**src/rtl/pio_apb_bridge.sv**
```systemverilog
// APB slave to simple register-file bridge with read-modify-write aliases (XOR/SET/CLR).
// Latency (busy=0): write 2 cycles, read 3, alias RMW 4, decode error 1 from the setup cycle.
// Backpressure: busy holds the pending register access; BUSY_TMO consecutive busy cycles abort with an error.
module pio_apb_bridge #(
    parameter logic [11:0] MAX_OFF  = 12'h140,
    parameter int          BUSY_TMO = 16
) (
    input  logic        clk,
    input  logic        reset,
    input  logic        psel,
    input  logic        penable,
    input  logic        pwrite,
    input  logic [13:0] paddr,
    input  logic [31:0] pwdata,
    output logic [31:0] prdata,
    output logic        pready,
    output logic        pslverr,
    output logic        sel,
    output logic        RW,
    output logic [11:0] addr,
    output logic [31:0] wdata,
    input  logic [31:0] rdata,
    input  logic        busy
);

    localparam int BCW = (BUSY_TMO > 1) ? $clog2(BUSY_TMO) : 1;

    typedef enum logic [2:0] {
        IDLE   = 3'd0,
        RD     = 3'd1,
        RD_CAP = 3'd2,
        WR     = 3'd3,
        DONE   = 3'd4
    } state_t;

    state_t          state;
    state_t          state_nxt;

    logic [11:0]     addr_q;
    logic [1:0]      alias_q;
    logic            wr_q;
    logic [31:0]     wdat_q;
    logic [31:0]     cap_q;
    logic            err_q;
    logic [BCW-1:0]  bcnt;

    logic            start;
    logic            bad;
    logic            tmo_hit;
    logic [31:0]     wr_val;

    // Only a setup-phase sample in IDLE opens a transfer; misaligned or out-of-range offsets fail at once.
    assign start   = psel && !penable;
    assign bad     = (paddr[1:0] != 2'b00) || (paddr[11:0] > MAX_OFF);
    assign tmo_hit = busy && (bcnt == BCW'(BUSY_TMO - 1));

    // State register.
    always_ff @(posedge clk) begin
        if (reset) begin
            state <= IDLE;
        end else begin
            state <= state_nxt;
        end
    end

    // Next-state decode: alias writes take the read path first to fetch the old value.
    always_comb begin
        state_nxt = state;
        case (state)
            IDLE: begin
                if (start) begin
                    if (bad) begin
                        state_nxt = DONE;
                    end else if (pwrite && (paddr[13:12] == 2'b00)) begin
                        state_nxt = WR;
                    end else begin
                        state_nxt = RD;
                    end
                end
            end
            RD: begin
                if (busy) begin
                    state_nxt = tmo_hit ? DONE : RD;
                end else begin
                    state_nxt = RD_CAP;
                end
            end
            RD_CAP: state_nxt = wr_q ? WR : DONE;
            WR: begin
                if (busy) begin
                    state_nxt = tmo_hit ? DONE : WR;
                end else begin
                    state_nxt = DONE;
                end
            end
            DONE:    state_nxt = IDLE;
            default: state_nxt = IDLE;
        endcase
    end

    // Request latch, read capture, error flag and busy-run counter.
    always_ff @(posedge clk) begin
        if (reset) begin
            addr_q  <= '0;
            alias_q <= '0;
            wr_q    <= 1'b0;
            wdat_q  <= '0;
            cap_q   <= '0;
            err_q   <= 1'b0;
            bcnt    <= '0;
        end else begin
            case (state)
                IDLE: begin
                    if (start) begin
                        addr_q  <= paddr[11:0];
                        alias_q <= paddr[13:12];
                        wr_q    <= pwrite;
                        wdat_q  <= pwdata;
                        cap_q   <= '0;
                        err_q   <= bad;
                    end
                end
                RD_CAP: cap_q <= rdata;
                RD, WR: begin
                    if (tmo_hit) begin
                        err_q <= 1'b1;
                    end
                end
                default: ;
            endcase

            if (state != state_nxt) begin
                bcnt <= '0;
            end else if (((state == RD) || (state == WR)) && busy) begin
                bcnt <= bcnt + BCW'(1);
            end
        end
    end

    // Merge of the captured value with the write data for the alias windows.
    always_comb begin
        case (alias_q)
            2'b01:   wr_val = cap_q ^ wdat_q;
            2'b10:   wr_val = cap_q | wdat_q;
            2'b11:   wr_val = cap_q & ~wdat_q;
            default: wr_val = wdat_q;
        endcase
    end

    // Moore outputs from state and latched registers; reset blanks everything mid-access.
    always_comb begin
        sel     = 1'b0;
        RW      = 1'b0;
        wdata   = '0;
        pready  = 1'b0;
        pslverr = 1'b0;
        prdata  = '0;
        addr    = addr_q;
        if (!reset) begin
            case (state)
                RD: sel = 1'b1;
                WR: begin
                    sel   = 1'b1;
                    RW    = 1'b1;
                    wdata = wr_val;
                end
                DONE: begin
                    pready  = 1'b1;
                    pslverr = err_q;
                    prdata  = (wr_q || err_q) ? 32'd0 : cap_q;
                end
                default: ;
            endcase
        end
    end

endmodule

```
**config.mk**
```make
export PLATFORM = sky130hd
export DESIGN_NAME = pio_apb_bridge
export DESIGN_NICKNAME = d
export VERILOG_FILES = /design/src/rtl/pio_apb_bridge.sv
export SDC_FILE = /design/constraint.sdc
export NUM_CORES = 1
export LEC_CHECK = 0
export BUFFER_PORTS_ARGS = -buffer_cell sky130_fd_sc_hd__buf_2
export CAP_MARGIN = 20
export CORE_MARGIN = 2
export CORE_UTILIZATION = 53
export DETAILED_ROUTE_END_ITERATION = 8
export GPL_ROUTABILITY_DRIVEN = 0
export GPL_TIMING_DRIVEN = 0
export PLACE_DENSITY = 0.83
export SYNTH_ARGS = -nofsm -noshare
export SYNTH_HDL_FRONTEND = slang
export SYNTH_SLANG_ARGS = --single-unit
```
**constraint.sdc**
```tcl
create_clock -name clk -period 1.6 [get_ports clk]
set_input_delay 0.16 -clock clk [delete_from_list [all_inputs] [get_ports clk]]
set_output_delay 0.16 -clock clk [all_outputs]
set_load 0.005 [all_outputs]
```
* Word-level counts from Yosys, hierarchy flattened
Cells that the tools add are included.
** Storage, ports and cells
- ROM bits :: 0
- Memories kept :: 0
- Output and inout bits :: 80
- Bits in writable memories :: 0
- Word-level logic and storage cells :: 71
- Bits in registers :: 87
- Latch bits :: 0
** Cells by class
- Bitwise operators :: 4
- Div/mod/pow operators :: 0
- Shifts and indexed selects :: 0
- Equal/unequal tests :: 11
- Order comparisons :: 1
- Add/subtract/negate cells :: 1
- Reduce and logical (&&, ||, !) cells :: 18
- Mux-type cells :: 28
- $mul :: 0
** Operators by type and width (count)
- 2-to-1 mux 32 bit :: 6
- case mux 32 bit (3 select lines) :: 1
- case mux 32 bit (2 select lines) :: 1
- bitwise AND 32 bit :: 1
- NOT 32 bit :: 1
- OR 32 bit :: 1
- bitwise XOR 32 bit :: 1
- 2-to-1 mux 3 bit :: 7
- > comparator 12 x 9 -> 1 bit, second input constant :: 1
- case mux 3 bit (4 select lines) :: 1
- 2-to-1 mux 1 bit :: 10
- == test 3 x 2 -> 1 bit, second input constant :: 2
- nonzero test 2 bit :: 3
- adder 4 x 1 -> 4 bit, second input constant :: 1
- == test 2 bit, second input constant :: 2
- == test 4 bit, second input constant :: 1
- logical AND 1 bit :: 4
- AND reduction 2 bit :: 2
- OR reduction 2 bit :: 2
- == test 3 x 1 -> 1 bit, second input constant :: 1
- == test 3 bit, second input constant :: 1
- logical NOT 3 bit :: 1
- logical OR 1 bit :: 3
- != test 3 bit :: 1
- 8 further kinds :: 8

* Depth between registers and ports, before layout
- Word-level depth :: 8
- Mapped depth :: 7

* Worst setup path after synthesis
Ideal clock, no wire load.
- Path type :: register -> output
- Start :: register state[1]
- End :: output port prdata[10]
- Data arrival time :: 1.348 ns
- Slack :: 0.092 ns
- Stages on the path, launching flop included :: 6
- Path through :: dfxtp_1 > buf_2 > nor4b_4 > nor3b_2 > clkbuf_2 > and2_1
** On the way
- Longest elaborated chain between the ends :: 3
** Ends and longest elaborated chain
- start, declared :: line 36 : state_t state;
- start signal, assigned :: line 62 : state <= state_nxt;
- == test 3 bit :: line 160 : case (state)
- 2-to-1 mux 32 bit :: line 160
- 2-to-1 mux 32 bit :: line 159 : if (!reset) begin
- end, declared :: line 15 : output logic [31:0] prdata,
No other way between the ends.

* Worst setup path after layout
- Start :: register state[2]
- End :: output port prdata[13]
The elaborated chain is that of the path after synthesis.

==> results.cfg <==
[run_status]
status = complete, but fails checks
violations = setup timing

[hold_path]
min_path_type = input port to register

[setup_path]
reg2reg_slack_ps = -30
worst_path_largest_cell_delay_ps = 400
crit_required_ps = 1440
startpoint_type = register
path_max_fanout = 10
criticalPathCategory = register to output port
path_delay_family = simple AND/OR/NAND/NOR gates
slowest_stage = dfxtp_4
crit_buf_inv = 3
crit_chain = nor4b_4 -> nor3b_4 -> buf_6 -> buf_8 -> and2_1 -> buf_2
cp_data_arrival_time_ps = 1820
worstSetupEndpointType = output port

[finish]
multi_input_area_um2 = 3680
seq_area_um2 = 1760
syn_to_final_growth_pct = 40.1
num-fill-cells = 775
drive_gt1_frac = 0.357
antennaDiodeCount = 0
fin_nets = 1097

[power]
power.leakage_nw = 3.23
seqPwrFrac = 0.488
finalPower_w = 0.00463
p_sw_w = 0.00141
p_comb_frac = 0.184
p_int_w = 0.00322
ir_worst_vdd_mv = 0.516
pwr-share-clk = 0.328
power_density_nw_per_um2 = 602
switching_share = 0.305

[global_routing]
antenna_found_initial = 0
gr-total-overflow = 0
grt_pass1_vias = 5409
grt_pass1_wl_um = 26000
grt_start_max_net_pins = 17
track_usage = 0.288

[flow_run]
cap_violations = 0

[die]
coreArea_um2 = 10200
die_width_um = 106
ios = 164
fp.dieH_um = 106
num_rows = 37
start_util = 0.539
die_area_um2 = 11200

[clock_tree]
cts_root_buf = clkbuf_8
clock_latency_ps = 380
clock_path_buffers = 2
cts_inserted_buffers = 9
h-tree-depth = 3
cts.sinks = 87
clkTransAtPathRegs_ps = 100
cts_tree = built

[timing]
slew_viol_final = 0
worstMarginPinSlew_ps = 631
rsz0062_at_grt = true
slew_headroom = 0.579
period_minus_slack_ps = 1980
clock_skew_ps = 15.5
whs_ps = 7.72
finalHoldViolations = 0
finalSetupViolCount = 77
setup_ws_ps = -378
fmax_mhz = 506
finalSetupTns_ps = -20650
post-route-period-util = 1.24

[drt]
ant_nets = 0
wl_per_cell_um = 16.5
drtPass1Iterations = 5
drtIter0Drc = 371
drt_drc_violations_left = 0
vias = 6066
wirelength_um = 18000
via_per_inst = 5.57

[yosys]
synth_cell_types = 31
syn_inst = 755
synth.net_count = 904
syn_area_um2 = 5490
syn_area_per_cell_um2 = 7.27
ys_seq_elements = 87
yosysSeqAreaShare = 0.318
synth_warnings = 0

[placement]
dp_hpwl_um = 11500
portBuffers = 163
pre_cts_ws_ps = -432
[cell families (layout without fill, tap and decap cells)]
| family | count (synthesis) | count (layout) | synth area share |
|---|---|---|---|
| buf+inv | 124 | 321 | 0.0887 |
| compound gates | 189 | 189 | 0.206 |
| xor+xnor | 3 | 3 | 0.00479 |
| simple gates | 287 | 288 | 0.235 |
| fa+ha+maj | 65 | 65 | 0.148 |
| flops | 87 | 87 | 0.318 |
[sequential cells by signal, summed over array words and instances, names as in the netlist]
signal	flops
cap_q	32
wdat_q	32
addr	12
bcnt	4
state	3
alias_q	2
err_q	1
wr_q	1
[cell type report]
type / count / share of cell area
multi-input cells: 545 / 0.479
flip-flops and latches: 87 / 0.230
repair buffers: 183 / 0.149
plain buffers: 57 / 0.0637
inverters: 65 / 0.0318
well taps: 136 / 0.0221
clock buffers: 10 / 0.0179
clock inverters: 6 / 0.00635
[per-layer routing]
metal	track usage	share of wire	vias up
met3	0.0513	0.073	54
met4	0.111	0.035	0
li1	-	-	2902
met2	0.486	0.50	290
met1	0.365	0.39	2820
met5	0	0	-
[what timing repair did]
action	in CTS	in global routing
pin swaps	12	7
hold buffers	1	0
setup buffers	7	6
gates cloned	2	5
gates resized for setup	149	78
hold endpoints to repair	1	0
endpoints found under the setup margin	141	130
[cells in the mapped netlist (all sizes together)]
master / n / share of area
nand3b: 1 / 0.0014
a31o: 1 / 0.0016
and3: 2 / 0.0023
nor3: 1 / 0.00091
nand3: 34 / 0.031
inv: 65 / 0.044
and2: 35 / 0.040
or4b: 1 / 0.0018
a31oi: 1 / 0.0011
a21oi: 114 / 0.10
a211oi: 64 / 0.088
clkbuf: 45 / 0.031
xnor2: 1 / 0.0016
nand2: 132 / 0.090
a311oi: 1 / 0.0016
nand4: 2 / 0.0023
or3b: 1 / 0.0016
nor2: 71 / 0.049
dfxtp: 87 / 0.32
xor2: 2 / 0.0032
nor3b: 3 / 0.0068
nand2b: 2 / 0.0023
nor4b: 1 / 0.0043
buf: 14 / 0.013
o21ai: 5 / 0.0046
o41a: 1 / 0.0021
a22oi: 1 / 0.0014
and3b: 1 / 0.0016
o32ai: 1 / 0.0016
ha: 65 / 0.15
[power groups by stage]
| stage | combinational, W | sequential (W) | clock, W |
|---|---|---|---|
| 2_1_floorplan | 0.000370 | 0.00230 | 0 |
| 3_3_place_gp | 0.000596 | 0.00231 | 0 |
| 3_5_place_dp | 0.000609 | 0.00231 | 0 |
| 4_1_cts | 0.000714 | 0.00226 | 0.00153 |
| 5_1_grt | 0.000923 | 0.00226 | 0.00161 |
| 6_report | 0.000851 | 0.00226 | 0.00152 |
[worst min-delay path: stages]
cell and delay (ps):
buf_2 90, nand2_1 40, a21oi_1 50
[placed cells by master (no fill, tap or decap), types with 2 or more instances in the layout]
| cell type | synthesis | routed |
|---|---|---|
| nor2_1 | 71 | 67 |
| nor2_4 | 0 | 3 |
| and2_1 | 35 | 19 |
| dfxtp_4 | 0 | 4 |
| buf_2 | 14 | 158 |
| ha_4 | 0 | 3 |
| clkbuf_2 | 3 | 9 |
| nand2_1 | 132 | 130 |
| dfxtp_2 | 0 | 6 |
| inv_6 | 0 | 5 |
| inv_2 | 0 | 2 |
| dfxtp_1 | 87 | 77 |
| and3_1 | 2 | 2 |
| a211oi_4 | 0 | 5 |
| ha_1 | 65 | 62 |
| clkbuf_16 | 0 | 6 |
| nand2b_1 | 2 | 2 |
| clkbuf_4 | 0 | 7 |
| a21oi_2 | 0 | 6 |
| and2_4 | 0 | 16 |
| clkbuf_8 | 0 | 16 |
| xor2_1 | 2 | 2 |
| a211oi_1 | 64 | 22 |
| buf_8 | 0 | 9 |
| nand4_1 | 2 | 2 |
| a211oi_2 | 0 | 37 |
| clkbuf_1 | 42 | 10 |
| buf_4 | 0 | 16 |
| buf_6 | 0 | 17 |
| inv_1 | 65 | 63 |
| nand3_1 | 34 | 34 |
| o21ai_0 | 5 | 4 |
| a21oi_1 | 114 | 108 |
| nor3b_4 | 0 | 2 |
[metrics by stage]
step	utilization	std cells	instance area (um^2)
after floorplan	-	755	5490
after global placement	0.635	1054	6470
after detailed placement	0.635	1054	6470
after CTS	0.712	1078	7260
after global routing	0.754	1089	7680
final	0.754	1089	7680
[path summary, 6_finish.rpt]
check | from | end | cells past startpoint
max | state[2]$_SDFF_PP0_ | prdata[13] | 6
min | rdata[8] | cap_q[8]$_SDFFE_PP0P_ | 3
max reg2reg | state[1]$_SDFF_PP0_ | addr[4]$_SDFFE_PP0P_ | 8
min reg2reg | addr[5]$_SDFFE_PP0P_ | addr[5]$_SDFFE_PP0P_ | 2
(Power assumes the default switching activity.)
